--- config.mk ---
export PLATFORM = sky130hd
export DESIGN_NAME = sdram_write_burst
export DESIGN_NICKNAME = d
export VERILOG_FILES = /design/src/rtl/sdram_write_burst.sv
export SDC_FILE = /design/constraint.sdc
export NUM_CORES = 1
export LEC_CHECK = 0
export CAP_MARGIN = 0
export CELL_PAD_IN_SITES_DETAIL_PLACEMENT = 0
export CELL_PAD_IN_SITES_GLOBAL_PLACEMENT = 1
export CORE_AREA = 2 2 92 94
export CTS_BUF_LIST = sky130_fd_sc_hd__clkbuf_8 sky130_fd_sc_hd__clkbuf_16
export CTS_CLUSTER_DIAMETER = 30
export CTS_CLUSTER_SIZE = 24
export DETAILED_ROUTE_END_ITERATION = 10
export DIE_AREA = 0 0 94 96
export GPL_ROUTABILITY_DRIVEN = 0
export HOLD_SLACK_MARGIN = 0.05
export PLACE_DENSITY = 0.88
export SLEW_MARGIN = 40
export SYNTH_ARGS = -nofsm -noshare
export SYNTH_HDL_FRONTEND = slang
export SYNTH_SLANG_ARGS = --single-unit
--- constraint.sdc ---
create_clock -name clk -period 5.1 [get_ports clk]
set_input_delay 1.02 -clock clk [delete_from_list [all_inputs] [get_ports clk]]
set_output_delay 1.02 -clock clk [all_outputs]
set_load 0.02 [all_outputs]
--- src/rtl/sdram_write_burst.sv ---
// SDR SDRAM write engine: drains a first-word-fall-through FIFO into open-row
// write streams, with refresh priority, tWR recovery and row/bank crossing.
module sdram_write_burst #(
    parameter int DQ_WIDTH  = 16,
    parameter int BANK_BITS = 2,
    parameter int ROW_BITS  = 12,
    parameter int COL_BITS  = 8,
    parameter int BEATS     = 2,
    parameter int T_RCD     = 2,
    parameter int T_WR      = 2,
    parameter int T_RP      = 2,
    parameter int T_RFC     = 8
) (
    input  logic                                          clk,
    input  logic                                          rst,
    input  logic                                          en,
    input  logic [BANK_BITS+ROW_BITS+COL_BITS-1:0]        address,
    input  logic                                          auto_refresh,
    output logic                                          ready,
    output logic                                          busy,
    output logic                                          refresh_ack,
    output logic [2:0]                                    command,
    output logic [ROW_BITS-1:0]                           addr,
    output logic [BANK_BITS-1:0]                          bank,
    output logic [DQ_WIDTH-1:0]                           dq_out,
    output logic [DQ_WIDTH/8-1:0]                         dq_mask,
    output logic                                          dq_oe,
    input  logic [BEATS*(DQ_WIDTH+DQ_WIDTH/8)-1:0]        fifo_data,
    input  logic                                          fifo_empty,
    output logic                                          fifo_rd
);

    localparam int ADDR_W = BANK_BITS + ROW_BITS + COL_BITS;
    localparam int MASK_W = DQ_WIDTH / 8;
    localparam int BEAT_W = (BEATS > 1) ? $clog2(BEATS) : 1;
    localparam int DLY_W  = $clog2(T_RFC + T_RCD + T_WR + T_RP + 1);
    localparam int WR_DRY = (T_WR > 1) ? T_WR - 2 : 0;

    localparam logic [2:0] CMD_NOP   = 3'b111;
    localparam logic [2:0] CMD_ACT   = 3'b011;
    localparam logic [2:0] CMD_WRITE = 3'b100;
    localparam logic [2:0] CMD_PRE   = 3'b010;
    localparam logic [2:0] CMD_AR    = 3'b001;

    localparam logic [ROW_BITS-1:0] A10_ALL = ROW_BITS'(1) << 10;

    typedef enum logic [2:0] {
        IDLE,
        ACTIVATE,
        WRITE,
        WR_RECOVER,
        PRECHARGE,
        REFRESH
    } state_t;

    state_t                state, state_n;
    logic [DLY_W-1:0]      delay, delay_n;
    logic [BEAT_W-1:0]     beat, beat_n;
    logic [ADDR_W-1:0]     waddr, waddr_n;
    logic                  pending;
    logic                  ar_issue;

    logic [BANK_BITS-1:0]  cur_bank;
    logic [ROW_BITS-1:0]   cur_row;
    logic [COL_BITS-1:0]   cur_col;
    logic [ADDR_W-1:0]     waddr_inc;
    logic                  col_wrap;
    logic                  tick;
    logic                  refresh_now;
    logic                  start_ok;
    logic                  last_beat;

    logic [DQ_WIDTH-1:0]   beat_data [BEATS];
    logic [MASK_W-1:0]     beat_mask [BEATS];

    // Beat 0 sits in the most-significant slice of both the data and mask fields.
    for (genvar b = 0; b < BEATS; b++) begin : g_beat
        assign beat_data[b] = fifo_data[(BEATS-1-b)*DQ_WIDTH +: DQ_WIDTH];
        assign beat_mask[b] = fifo_data[BEATS*DQ_WIDTH + (BEATS-1-b)*MASK_W +: MASK_W];
    end

    assign cur_bank    = waddr[ADDR_W-1 -: BANK_BITS];
    assign cur_row     = waddr[COL_BITS +: ROW_BITS];
    assign cur_col     = waddr[COL_BITS-1:0];
    assign waddr_inc   = waddr + ADDR_W'(1);
    assign col_wrap    = (waddr_inc[COL_BITS-1:0] == '0);
    assign tick        = auto_refresh & en;
    assign refresh_now = pending | tick;
    assign start_ok    = en & ~fifo_empty;
    assign last_beat   = (beat == BEAT_W'(BEATS-1));

    assign ready = (state == IDLE) && (delay == '0) && !pending;
    assign busy  = (state != IDLE) || (delay != '0);

    always_comb begin
        state_n     = state;
        delay_n     = delay;
        beat_n      = beat;
        waddr_n     = waddr;
        ar_issue    = 1'b0;
        command     = CMD_NOP;
        addr        = '0;
        bank        = '0;
        dq_out      = '0;
        dq_mask     = '0;
        dq_oe       = 1'b0;
        fifo_rd     = 1'b0;
        refresh_ack = 1'b0;

        if (delay != '0) begin
            delay_n = delay - DLY_W'(1);
        end else begin
            unique case (state)
                IDLE: begin
                    if (refresh_now) begin
                        command     = CMD_AR;
                        ar_issue    = 1'b1;
                        refresh_ack = 1'b1;
                        delay_n     = DLY_W'(T_RFC - 1);
                    end else if (start_ok) begin
                        waddr_n = address;
                        state_n = ACTIVATE;
                    end
                end

                ACTIVATE: begin
                    command = CMD_ACT;
                    addr    = cur_row;
                    bank    = cur_bank;
                    delay_n = DLY_W'(T_RCD - 1);
                    beat_n  = '0;
                    state_n = WRITE;
                end

                WRITE: begin
                    if (beat == '0 && fifo_empty) begin
                        // Stream ran dry after the previous entry: this NOP already
                        // counts as the first write-recovery cycle.
                        if (T_WR > 1) begin
                            state_n = WR_RECOVER;
                            delay_n = DLY_W'(WR_DRY);
                        end else begin
                            state_n = PRECHARGE;
                        end
                    end else begin
                        command = CMD_WRITE;
                        addr    = ROW_BITS'(cur_col);
                        bank    = cur_bank;
                        dq_out  = beat_data[beat];
                        dq_mask = beat_mask[beat];
                        dq_oe   = 1'b1;
                        waddr_n = waddr_inc;
                        if (last_beat) begin
                            fifo_rd = ~fifo_empty;
                            beat_n  = '0;
                            if (!en || refresh_now || col_wrap) begin
                                state_n = WR_RECOVER;
                                delay_n = DLY_W'(T_WR - 1);
                            end
                        end else begin
                            beat_n = beat + BEAT_W'(1);
                        end
                    end
                end

                WR_RECOVER: begin
                    state_n = PRECHARGE;
                end

                PRECHARGE: begin
                    command = CMD_PRE;
                    addr    = A10_ALL;
                    bank    = cur_bank;
                    delay_n = DLY_W'(T_RP - 1);
                    if (refresh_now) begin
                        state_n = REFRESH;
                    end else if (start_ok) begin
                        state_n = ACTIVATE;
                    end else begin
                        state_n = IDLE;
                    end
                end

                REFRESH: begin
                    command     = CMD_AR;
                    ar_issue    = 1'b1;
                    refresh_ack = 1'b1;
                    delay_n     = DLY_W'(T_RFC - 1);
                    state_n     = start_ok ? ACTIVATE : IDLE;
                end

                default: begin
                    state_n = IDLE;
                end
            endcase
        end
    end

    // A tick landing on the AR cycle is absorbed by that AR.
    always_ff @(posedge clk) begin
        if (rst) begin
            state   <= IDLE;
            delay   <= '0;
            beat    <= '0;
            pending <= 1'b0;
        end else begin
            state <= state_n;
            delay <= delay_n;
            beat  <= beat_n;
            if (ar_issue) begin
                pending <= 1'b0;
            end else if (tick) begin
                pending <= 1'b1;
            end
        end
    end

    always_ff @(posedge clk) begin
        waddr <= waddr_n;
    end

endmodule

==> impl_metrics.env <==
export IMPL_status="finished, final reports clean"
export IMPL_port_buffer_count=102
export IMPL_yosys_area_share_simple_pct=27.49
export IMPL_synth_compound_area_share_pct=22.25
export IMPL_synth_top_cell_area_share_pct=27.97
export IMPL_async_reset_ff_share_pct=0
export IMPL_ctsResizeCount=0
export IMPL_min_period_over_period_pct=80.54
export IMPL_min_to="delay[0]$_SDFFE_PP0P_"
export IMPL_grt_first_pass_wirelength_mm=10.78
export IMPL_fin_skew_ns=0.01072
export IMPL_rows=33
export IMPL_synth_seq_area_share_pct=35.59
export IMPL_fmax_ghz=0.2434
export IMPL_fillers=824
export IMPL_syn_inst=287
export IMPL_cts_root_buf="clkbuf_8"
export IMPL_clk_pin_slew_ns=0.08
export IMPL_drcViolationCount=0
export IMPL_synth_seq_cells=31
export IMPL_die_h_um=96
export IMPL_finalSetupTns_ns=0
export IMPL_avgSynthCellArea_sq_um=8.231
export IMPL_grtUsageTotal_pct=15.00
export IMPL_drt_pass1_iterations=4
export IMPL_worstHoldStart="delay[0]$_SDFFE_PP0P_"
export IMPL_synthFlopType="edfxtp_1"
export IMPL_clockBufferDepth=2
export IMPL_worst_hold_path_type="reg -> reg"
export IMPL_power_leakage_uw=0.001264
export IMPL_slew_headroom_pct=51.50
export IMPL_wl_mm=6.957
export IMPL_worst_path_max_fanout=6
export IMPL_grt_overflow_total=0
export IMPL_hold_viol=0
export IMPL_reg2reg_depth=6
export IMPL_drt_iter0_drc=122
export IMPL_synth_area_leader_cell="edfxtp_1"
export IMPL_rsz0062_at_grt="false"
export IMPL_synth_area_leaders="edfxtp_1 28%, dfxtp_1 7.6%, a22o_1 6.3%, nand2_1 6.2%, nor2_1 5.9%"
export IMPL_r2r_slack_ns=2.81
export IMPL_die_w_um=94
export IMPL_avgViaCountPerCell=4.967
export IMPL_syn_area_sq_um=2362
export IMPL_hpwl_mm=5.322
export IMPL_postLayoutCellArea_sq_um=3582
export IMPL_synth_commonest_cells="39 x nand2_1, 37 x nor2_1, 25 x o21ai_0"
export IMPL_holdPathStages=1
export IMPL_r2r_start="waddr[0]$_DFFE_PP_"
export IMPL_core_sq_um=8051
export IMPL_maxCapViolations=0
export IMPL_io_pins=103
export IMPL_min_period_ns=4.108
export IMPL_startpoint_type="primary input"
export IMPL_synth_most_common_cell="nand2_1"
export IMPL_vias=2434
export IMPL_cp_end_kind="output port"
export IMPL_synth_edf_count=22
export IMPL_dieArea_sq_um=9024
export IMPL_grt_max_degree=39
export IMPL_netlist_cell_type_count=47
export IMPL_htree_levels=2
export IMPL_cts_inserted_buffers=5
export IMPL_synth_fa_ha_area_share_pct=1.059
export IMPL_cts_setup_buffers=0
export IMPL_power_density_nw_per_um2=265.6
export IMPL_fin_nets=449
export IMPL_start_util_pct=29.34
export IMPL_first_global_vias=2307
export IMPL_wl_per_cell_um=14.20
export IMPL_cts_tree="yes"
export IMPL_setup_viol=0
export IMPL_synth_mux_area_fraction_pct=1.059
export IMPL_rr_endpoint="waddr[14]$_DFFE_PP_"
export IMPL_worst_pin_slew_ns=0.7209
export IMPL_path_class="in -> out"
export IMPL_crit_required_ns=4.08
export IMPL_peakVddDrop_mv=0.1119
export IMPL_postCtsHoldBufs=0
export IMPL_slew_violations=0
export IMPL_synth_top_family_by_area="simple AND/OR/NAND/NOR gates"
export IMPL_synth_xor_area_share_pct=7.415
export IMPL_ys_warn_count=0
export IMPL_layout_drive_gt1_share_pct=7.013
export IMPL_drtAntennaViolNets=0
export IMPL_clock_latency_ns=0.29
export IMPL_cp_arrival_ns=3.09
export IMPL_cts_sinks=31
export IMPL_grt_antenna_before_repair=0
export IMPL_place_area_sq_um=3467
export IMPL_diodes=0
export IMPL_syn_to_final_growth_pct=51.64
export IMPL_syn_num_nets=352
[metal layers]
layer  track usage (%)  up-vias  routed length, um
met2             27.38       94               3334
met3             3.837        5                655
met1             17.56     1098               2919
met5                 0        -                  0
li1                  -     1237                  -
met4             3.744        0                 47
[registers in the layout, indices dropped and copies added, names as in the netlist]
name	flops
delay	4
state	3
beat	1
pending	1
waddr	22
[area by class of cell]
type	instances	area (sq um)	share of cell area [%]
flip-flops and latches	31	840.8	23.47
inverters	6	22.52	0.6287
repair buffers	108	1066	29.76
clock buffers	7	107.6	3.004
well taps	105	131.4	3.667
clock inverters	1	5.005	0.1397
multi-input cells	232	1409	39.33
[how the worst max path moves through the flow]
stage / depth (start not counted) / start / slack [ns] / to
detailed placement: 7 / en / 0.96 / command[1]
finish: 7 / en / 0.99 / command[1]
global placement: 7 / en / 1.03 / command[1]
floorplan: 4 / auto_refresh / 0.97 / waddr[0]$_DFFE_PP_
global route: 7 / en / 0.79 / command[1]
CTS: 7 / en / 0.96 / command[1]
[power breakdown]
group          switching [uW]  total, uW  internal [uW]  leakage, uW
sequential               35.2        341            306     0.000273
clock                    97.8        236            138    0.0000594
combinational             203        374            171     0.000932
total                     336        952            615      0.00126
[logic make-up after synthesis]
group                      after synthesis
AOI/OAI and AO/OA                       78
DFF                                     31
muxes                                    2
buffers and inverters                   24
and+or+nand+nor                        130
xor gates and xnor gates                20
adders and majority gates                2
[worst max-delay path, stage by stage]
cell and delay (ns):
clkdlybuf4s50_1 0.44, a21oi_1 0.42, nor3_1 0.08, a21oi_1 0.19, nor2_1 0.05, o21ai_0 0.23
clkdlybuf4s50_1 0.65
[stage by stage]
step / hold WS [ns] / total power [uW] / cells / util [%] / setup slack, ns
floorplan: 0.4703 / 576.4 / 287 / - / 0.9713
global placement: 0.4983 / 715.9 / 482 / 43.06 / 1.032
detailed placement: 0.5083 / 724.3 / 482 / 43.06 / 0.9647
CTS: 0.5146 / 961.5 / 490 / 44.46 / 0.9566
global route: 0.5488 / 1013 / 490 / 44.49 / 0.7870
finish: 0.5089 / 951.5 / 490 / 44.49 / 0.9922
[cells in the final DEF, fill, tap and decap left out, drive strengths merged, types with 4 or more instances in the layout]
cell           instances
clkbuf                 7
a22o                  17
nand3                 12
buf                    6
dfxtp                  9
nor2                  37
a22oi                  9
edfxtp                22
nand2                 39
inv                    6
xnor2                 10
nor3                  11
o211ai                 4
a21oi                 14
xor2                  10
clkdlybuf4s50        102
and3                   7
o21ai                 26
(Power assumes the default switching activity.)
